## src/rtl/uart_pkg.sv

```systemverilog
// Shared UART definitions: baud-select codes, 16x divisor constants and receiver state encoding.
// The PARITY state is only present when UART_RX_PARITY_EN is defined.
package uart_pkg;

    localparam int CLK_HZ_DEFAULT = 50_000_000;
    localparam int OVERSAMPLE     = 16;
    localparam int DIV_W          = 16;

    localparam logic [1:0] BAUD24  = 2'b00;
    localparam logic [1:0] BAUD48  = 2'b01;
    localparam logic [1:0] BAUD96  = 2'b10;
    localparam logic [1:0] BAUD192 = 2'b11;

    // Round to nearest so that 50 MHz yields 1302 / 651 / 326 / 163.
    function automatic int baud_div(input int clk_hz, input int baud);
        return (clk_hz + baud * (OVERSAMPLE / 2)) / (baud * OVERSAMPLE);
    endfunction

    localparam int DIV24  = baud_div(CLK_HZ_DEFAULT, 2400);
    localparam int DIV48  = baud_div(CLK_HZ_DEFAULT, 4800);
    localparam int DIV96  = baud_div(CLK_HZ_DEFAULT, 9600);
    localparam int DIV192 = baud_div(CLK_HZ_DEFAULT, 19200);

    typedef enum logic [2:0] {
        IDLE   = 3'd0,
        START  = 3'd1,
        DATA   = 3'd2,
`ifdef UART_RX_PARITY_EN
        PARITY = 3'd3,
`endif
        STOP   = 3'd4,
        BREAK  = 3'd5
    } rx_state_e;

endpackage

```

## src/rtl/uart_rx_os_tick.sv

```systemverilog
// 16x oversample tick generator: counts 0..divisor-1 and pulses tick on the wrap.
module uart_rx_os_tick
    import uart_pkg::*;
#(
    parameter int CLK_HZ = CLK_HZ_DEFAULT
) (
    input  logic       clk,
    input  logic       rst,
    input  logic       clr,
    input  logic [1:0] baud_rate,
    output logic       tick
);

    localparam logic [DIV_W-1:0] MAX24  = DIV_W'(baud_div(CLK_HZ, 2400) - 1);
    localparam logic [DIV_W-1:0] MAX48  = DIV_W'(baud_div(CLK_HZ, 4800) - 1);
    localparam logic [DIV_W-1:0] MAX96  = DIV_W'(baud_div(CLK_HZ, 9600) - 1);
    localparam logic [DIV_W-1:0] MAX192 = DIV_W'(baud_div(CLK_HZ, 19200) - 1);

    logic [DIV_W-1:0] cnt;
    logic [DIV_W-1:0] cnt_max;

    always_comb begin
        cnt_max = MAX24;
        case (baud_rate)
            BAUD24:  cnt_max = MAX24;
            BAUD48:  cnt_max = MAX48;
            BAUD96:  cnt_max = MAX96;
            BAUD192: cnt_max = MAX192;
            default: cnt_max = MAX24;
        endcase
    end

    always_ff @(posedge clk) begin
        if (rst || clr) begin
            cnt <= '0;
        end else if (cnt == cnt_max) begin
            cnt <= '0;
        end else begin
            cnt <= cnt + DIV_W'(1);
        end
    end

    assign tick = !clr && (cnt == cnt_max);

endmodule

```

## src/rtl/uart_rx.sv

```systemverilog
// UART receiver: 2-flop synchroniser, 16x oversampled start detect, 8 data bits LSB-first, stop check.
// Define UART_RX_PARITY_EN for start + 8 data + even parity + stop framing.
module uart_rx
    import uart_pkg::*;
#(
    parameter int CLK_HZ = CLK_HZ_DEFAULT
) (
    input  logic       clk,
    input  logic       rst,
    input  logic [1:0] baud_rate,
    input  logic       rx,
    output logic [7:0] data,
    output logic       data_valid,
    output logic       frame_err,
    output logic       parity_err,
    output logic       busy
);

    rx_state_e  state, state_nx;
    logic       rx_m, rx_s;
    logic [1:0] baud_q, baud_q_nx;
    logic [3:0] s_cnt, s_cnt_nx;
    logic [2:0] b_cnt, b_cnt_nx;
    logic [7:0] shreg, shreg_nx, data_nx;
    logic       dv_nx, fe_nx;
    logic       tick, clr;
`ifdef UART_RX_PARITY_EN
    logic       par_bad, par_bad_nx;
    logic       pe_q, pe_nx;
`endif

    uart_rx_os_tick #(.CLK_HZ(CLK_HZ)) u_tick (
        .clk       (clk),
        .rst       (rst),
        .clr       (clr),
        .baud_rate (baud_q),
        .tick      (tick)
    );

    always_comb begin
        state_nx  = state;
        baud_q_nx = baud_q;
        s_cnt_nx  = s_cnt;
        b_cnt_nx  = b_cnt;
        shreg_nx  = shreg;
        data_nx   = data;
        dv_nx     = 1'b0;
        fe_nx     = 1'b0;
        clr       = 1'b0;
`ifdef UART_RX_PARITY_EN
        par_bad_nx = par_bad;
        pe_nx      = 1'b0;
`endif
        case (state)
            IDLE: begin
                clr      = 1'b1;
                s_cnt_nx = '0;
                if (!rx_s) begin
                    baud_q_nx = baud_rate;
                    state_nx  = START;
                end
            end
            START: if (tick) begin
                if (s_cnt == 4'd7) begin
                    s_cnt_nx = '0;
                    b_cnt_nx = '0;
                    state_nx = rx_s ? IDLE : DATA;
                end else begin
                    s_cnt_nx = s_cnt + 4'd1;
                end
            end
            DATA: if (tick) begin
                if (s_cnt == 4'd15) begin
                    shreg_nx = {rx_s, shreg[7:1]};
                    s_cnt_nx = '0;
                    if (b_cnt == 3'd7) begin
`ifdef UART_RX_PARITY_EN
                        state_nx = PARITY;
`else
                        state_nx = STOP;
`endif
                    end else begin
                        b_cnt_nx = b_cnt + 3'd1;
                    end
                end else begin
                    s_cnt_nx = s_cnt + 4'd1;
                end
            end
`ifdef UART_RX_PARITY_EN
            PARITY: if (tick) begin
                if (s_cnt == 4'd15) begin
                    par_bad_nx = (rx_s != ^shreg);
                    s_cnt_nx   = '0;
                    state_nx   = STOP;
                end else begin
                    s_cnt_nx = s_cnt + 4'd1;
                end
            end
`endif
            STOP: if (tick) begin
                if (s_cnt == 4'd15) begin
                    data_nx  = shreg;
                    s_cnt_nx = '0;
                    dv_nx    = rx_s;
                    fe_nx    = !rx_s;
                    state_nx = rx_s ? IDLE : BREAK;
`ifdef UART_RX_PARITY_EN
                    pe_nx    = par_bad;
`endif
                end else begin
                    s_cnt_nx = s_cnt + 4'd1;
                end
            end
            // A held-low line stays here so it cannot be taken as a new start bit.
            BREAK: if (rx_s) state_nx = IDLE;
            default: state_nx = IDLE;
        endcase
    end

    always_ff @(posedge clk) begin
        if (rst) begin
            rx_m       <= 1'b1;
            rx_s       <= 1'b1;
            state      <= IDLE;
            baud_q     <= BAUD24;
            s_cnt      <= '0;
            b_cnt      <= '0;
            shreg      <= '0;
            data       <= 8'h00;
            data_valid <= 1'b0;
            frame_err  <= 1'b0;
`ifdef UART_RX_PARITY_EN
            par_bad    <= 1'b0;
            pe_q       <= 1'b0;
`endif
        end else begin
            rx_m       <= rx;
            rx_s       <= rx_m;
            state      <= state_nx;
            baud_q     <= baud_q_nx;
            s_cnt      <= s_cnt_nx;
            b_cnt      <= b_cnt_nx;
            shreg      <= shreg_nx;
            data       <= data_nx;
            data_valid <= dv_nx;
            frame_err  <= fe_nx;
`ifdef UART_RX_PARITY_EN
            par_bad    <= par_bad_nx;
            pe_q       <= pe_nx;
`endif
        end
    end

`ifdef UART_RX_PARITY_EN
    assign parity_err = pe_q;
`else
    assign parity_err = 1'b0;
`endif

    assign busy = (state != IDLE);

endmodule
```

## config.mk

```make
export PLATFORM = sky130hd
export DESIGN_NAME = uart_rx
export DESIGN_NICKNAME = d
export VERILOG_FILES = /design/src/rtl/uart_pkg.sv /design/src/rtl/uart_rx_os_tick.sv /design/src/rtl/uart_rx.sv
export SDC_FILE = /design/constraint.sdc
export NUM_CORES = 1
export LEC_CHECK = 0
export BUFFER_PORTS_ARGS = -buffer_cell sky130_fd_sc_hd__buf_2
export CAP_MARGIN = 10
export CORE_MARGIN = 8
export CORE_UTILIZATION = 59
export DETAILED_ROUTE_END_ITERATION = 8
export MAX_ROUTING_LAYER = met4
export PLACE_DENSITY = 0.81
export SYNTH_ARGS = -nofsm -noshare
export SYNTH_HDL_FRONTEND = slang
export SYNTH_SLANG_ARGS = --single-unit
```

## constraint.sdc

```tcl
create_clock -name clk -period 3.25 [get_ports clk]
set_clock_uncertainty 0.15 [all_clocks]
set_input_delay 0.1625 -clock clk [delete_from_list [all_inputs] [get_ports clk]]
set_output_delay 0.1625 -clock clk [all_outputs]
set_load 0.02 [all_outputs]
```

# Yosys cells after proc, flatten, opt, wreduce, memory -nomap -nowiden
# Cells that the tools add are included.
[totals]
ff_bits = 48
in_bits = 5
output_inout_bits = 12
[op_classes]
addsub = 3
eq_ne = 22
muxes = 25
bitwise = 4
n_reduce_logical = 18
[op_table]
columns = ["op", "count"]
rows = [
  ["$pmux 16 s4", 1],
  ["$mux 3", 15],
  ["$ne 2x2->1 const B", 10],
  ["$add 16x1->16 const B", 1],
  ["$eq 16x16->1", 1],
  ["$mux 4", 4],
  ["$pmux 3 s5", 1],
  ["$pmux 4 s3", 1],
  ["$eq 3x3->1 const B", 3],
  ["$reduce_and 3->1", 3],
  ["$reduce_and 9->1", 1],
  ["$pmux 3 s2", 1],
  ["$reduce_and 6->1", 1],
  ["$reduce_bool 3->1", 2],
  ["$add 4x1->4 const B", 1],
  ["$eq 2x2->1 const B", 2],
  ["$eq 4x3->1 const B", 1],
  ["$eq 4x4->1 const B", 1],
  ["$not 1->1", 4],
  ["$reduce_or 2->1", 2],
  ["$reduce_or 4->1", 1],
  ["$add 3x1->3 const B", 1],
  ["$eq 3x1->1 const B", 1],
  ["$eq 3x2->1 const B", 1],
  ["11 further kinds", 12],
]

# Longest topological paths before layout
[logic_depth]
word_depth = 6
depth_mapped = 8
ltp_nobuf = 7

# Cells and area by module
# A second synthesis with hierarchy kept.
[hier_totals]
cells_unflattened = 268
hier_area_um2 = 2521.2
[modules_own_cells]
columns = ["mod", "instances", "cells_each", "area_each_um2", "seq_area_each_um2"]
rows = [
  ["uart_rx", 1, 160, 1586.5, 640.6],
  ["uart_rx_os_tick", 1, 108, 934.6, 320.3],
]

# Worst setup path before layout
# Ideal clock, no wire load.
[synth_timing]
path_kind = "register -> register"
from = "reg baud_q[1]"
to = "reg data[7]"
t_arrival_ns = 2.101
t_required_ns = 2.972
path_slack_ns = 0.871
path_stages_with_launch = 8
path_buffers = 1
cell_sequence = "dfxtp_1 -> mux2_2 -> o22ai_1 -> o2111ai_2 -> buf_6 -> nor4_4 -> mux2i_1 -> nor2_1"
[synth_between]
elab_chain_len = 5
[synth_rtl]
columns = ["element", "line", "rtl"]
rows = [
  ["from (decl)", "uart_rx.sv:21", "logic [1:0] baud_q, baud_q_nx;"],
  ["from (signal assigned)", "uart_rx.sv:140", "baud_q <= baud_q_nx;"],
  ["$eq 2x2->1 (tied with other cells)", "uart_rx_os_tick.sv:24", "case (baud_rate)"],
  ["$pmux 16 s4 (*)", "uart_rx_os_tick.sv:24", ""],
  ["$eq 16x16->1 (*)", "uart_rx_os_tick.sv:43", "assign tick = !clr && (cnt == cnt_max);"],
  ["$logic_and 1x1->1 (*)", "uart_rx_os_tick.sv:43", ""],
  ["$reduce_and 3->1 (no source line) (*)", "-", ""],
  ["to (signal assigned)", "uart_rx.sv:144", "data <= data_nx;"],
  ["to (decl)", "uart_rx.sv:12", "output logic [7:0] data,"],
]
# Mark *: on every way between the ends. The rest lies on a longest branch, timed or not. The select of a mux whose other input is x is not followed.
# A chain may end at the register's enable or synchronous reset.

# Final worst setup path
[layout_timing]
from = "reg baud_q[1]"
to = "reg shreg[5]"
[layout_between]
elab_chain_len = 5
[layout_rtl]
columns = ["element", "line", "rtl"]
rows = [
  ["$eq 2x2->1 (tied with other cells)", "uart_rx_os_tick.sv:24", ""],
  ["$pmux 16 s4 (*)", "uart_rx_os_tick.sv:24", ""],
  ["$eq 16x16->1 (*)", "uart_rx_os_tick.sv:43", ""],
  ["$logic_and 1x1->1 (*)", "uart_rx_os_tick.sv:43", ""],
  ["$reduce_and 3->1 (no source line) (*)", "-", ""],
  ["to (signal assigned)", "uart_rx.sv:143", "shreg <= shreg_nx;"],
  ["to (decl)", "uart_rx.sv:24", "logic [7:0] shreg, shreg_nx, data_nx;"],
]
# Marks and branches as above.

==> metrics.csv <==
metric,value,unit
n_antenna_cell,0,
async_flop_share,0,%
cp_max_fo,10,
synth_edf_count,0,
place_ws,0.800,ns
fin_crit,2.48,ns
cts-root-buf,clkbuf_8,
outcome,"complete, no violations",
synth_mux_area_share,9.16,%
antenna_found_initial,0,
min_period_over_period,76.2,%
grt_overflow_total,0,
die_y,79.1,um
cts_made_buffers,5,
final_nets,289,
wl_per_cell,14.1,um
switchingPower,427,uW
grt_pass1_vias,1781,
syn_avg_cell_area,8.90,um2
synthAdderAreaFrac,2.13,%
synth-seq-cells,48,
grt_setup_unrepaired,no,
clk_path_buf_depth,2,
drc,0,
cts_hold_buf,3,
place_hpwl,3260,um
setup_slack,0.775,ns
grt_usage,16.1,%
cts_tree,built,
max_freq,404,MHz
slowest_stage,dfxtp_1,
port_buffers,15,
synth_top_area_share,40.9,%
vias,1916,
grt_pass1_wl,8120,um
yosysTopAreaCell,dfxtp_1,
cpMostUsedCell,buf_4,
leakage,0.000944,uW
netlist_instances,264,
pwr-share-seq,47.2,%
synth_simple_gate_area_share,23.7,%
coreArea,0.00391,mm2
postCtsSetupRepairBufs,0,
max_stage_delay,0.45,ns
die_area,0.00626,mm2
drtAntennaViolNets,0,
required,3.27,ns
setup_tns,0,ns
wl,4660,um
max-vdd-ir-drop,569,uV
fp-row-count,23,
cp-end-kind,flop,
synth_area_leaders,"dfxtp_1 41%, mux2i_1 8.1%, nor2_1 7.3%",
synth_flop_cell,dfxtp_1,
cts_resized,0,
die_x,79.1,um
place_congestion,0.836,
yosysSeqAreaShare,40.9,%
numClockSinks,48,
synth-xor-area-share,5.22,%
synth_cell_types,54,
grt_max_degree,34,
synth_area,0.00235,mm2
setup_viol,0,
power_density,535,mW/mm2
drive_above_1_share,13.9,%
htree_num_levels,2,
ios,17,
path_clk_slew,0.08,ns
p_int,960,uW
yosys_warnings,0,
max-slew-margin-rel,54.7,%
slew_viol_final,0,
arrival,2.50,ns
worstSetupPathType,reg -> reg,
insertion_delay,0.30,ns
path_cells,mux2_2 > o22ai_1 > o2111ai_2 > buf_4 > nor4_4 > buf_4 > mux2i_1 > nor2_1,
maxCapViolations,0,
dr.pass1.iters,4,
synthToLayoutAreaGrowth,10.3,%
viasPerCell,5.79,
comb_power_share,22.3,%
finalHoldViolCount,0,
worst_pin_slew,0.678,ns
p_sw_share,30.8,%
p_clk_share,30.5,%
hold_path_class,in -> reg,
initial_core_util,60.0,%
startpoint_type,flop,
synth-compound-area-share,14.9,%
synthesis.nets,273,
synth_top_family_by_area,simple AND/OR/NAND/NOR gates,
drt-initial-drc-count,131,
critical path, delay by kind of cell, from the launching register on:
kind	cells	cell delay (ns)
mux	2	0.57
compound gates	2	0.42
buf+inv	2	0.45
flops	1	0.45
simple gates	2	0.29
state kept, by name, summed over array words and instances (netlist names):
signal and cells:
b_cnt 3, baud_q 2, data 8, data_valid 1
frame_err 1, rx_m 1, rx_s 1, s_cnt 4
shreg 8, state 3, u_tick.cnt 16
layout make-up:
class	instances	area (um2)
Fill cell	344	1320
Multi-Input combinational cell	196	1300
Sequential cell	48	961
Timing Repair Buffer	22	135
Clock buffer	6	72.6
Tap cell	50	62.6
Clock inverter	2	35.0
Inverter	7	26.3
per-stage QoR:
step	utilization [%]	cell area, um2	hold slack [ns]	std cells	total power, uW
2_1_floorplan	-	2350	0.116	264	898
3_5_place_dp	62.7	2450	0.199	320	968
5_1_grt	66.2	2590	0.206	331	1460
6_report	66.2	2590	0.177	331	1390
4_1_cts	66.2	2590	0.177	331	1400
3_3_place_gp	62.7	2450	0.202	320	965
path summary, 6_finish.rpt:
kind | startpoint | slack (ns) | depth (start not counted) | to
worst max-delay path | baud_q[1] | 0.77 | 8 | shreg[5]
worst min-delay path | rst | 0.18 | 2 | data[1]
worst max register to register | baud_q[1] | 0.77 | 8 | shreg[5]
worst min register to register | rx_m | 0.27 | 1 | rx_s
per-layer routing:
layer  wire length [um]  up-vias  GRT usage [%]  part of all wire [%]
met1               2280      900           21.4                    49
li1                   -      969              -                     -
met4                 60        0           5.56                   1.3
met3                208        5           3.72                   4.5
met2               2110       42           23.3                    45
met5                  0        -              -                     0
layout by cell type (no fill, tap or decap), types with 2 or more instances in the layout:
cell type,instances
nand2b_1,5
nor3_1,4
xor2_1,5
nand2_1,13
o2111ai_1,2
o22ai_1,2
inv_1,7
a21oi_1,12
ha_1,4
nand4_1,3
and3_1,7
o21ai_0,9
dfxtp_1,48
clkbuf_8,5
xnor2_1,9
o21a_1,2
o21bai_1,2
dlygate4sd3_1,3
or3_1,3
a211oi_1,3
nand3_1,9
nor4_4,2
buf_4,4
nor2_1,46
or2_2,5
mux2i_1,19
buf_2,15
o211ai_1,4
Yosys cell counts, types with 2 or more instances:
library cell	number
dfxtp_1	48
nor2_1	46
mux2i_1	19
nand2_1	13
a21oi_1	12
clkbuf_1	9
nand3_1	9
o21ai_0	9
xnor2_1	9
and3_1	7
inv_1	7
nand2b_1	5
or2_2	5
xor2_1	5
ha_1	4
nor3_1	4
o211ai_1	4
a211oi_1	3
nand4_1	3
or3_1	3
buf_2	2
nor4_4	2
o2111ai_1	2
o21a_1	2
o21bai_1	2
o22ai_1	2
kinds of logic after synthesis:
family,after synthesis
other cells,1
xor+xnor,14
fa+ha+maj,4
compound gates,50
buf+inv,20
simple gates,106
flops,48
mux,21
power by group through the flow:
| stage | Clock [uW] | Combinational, uW | Sequential (uW) |
|---|---|---|---|
| 2_1_floorplan | 0 | 259 | 639 |
| 3_3_place_gp | 0 | 298 | 667 |
| 3_5_place_dp | 0 | 301 | 667 |
| 4_1_cts | 436 | 306 | 654 |
| 5_1_grt | 459 | 339 | 661 |
| 6_report | 423 | 309 | 655 |
Power figures use the tool's default switching activity.
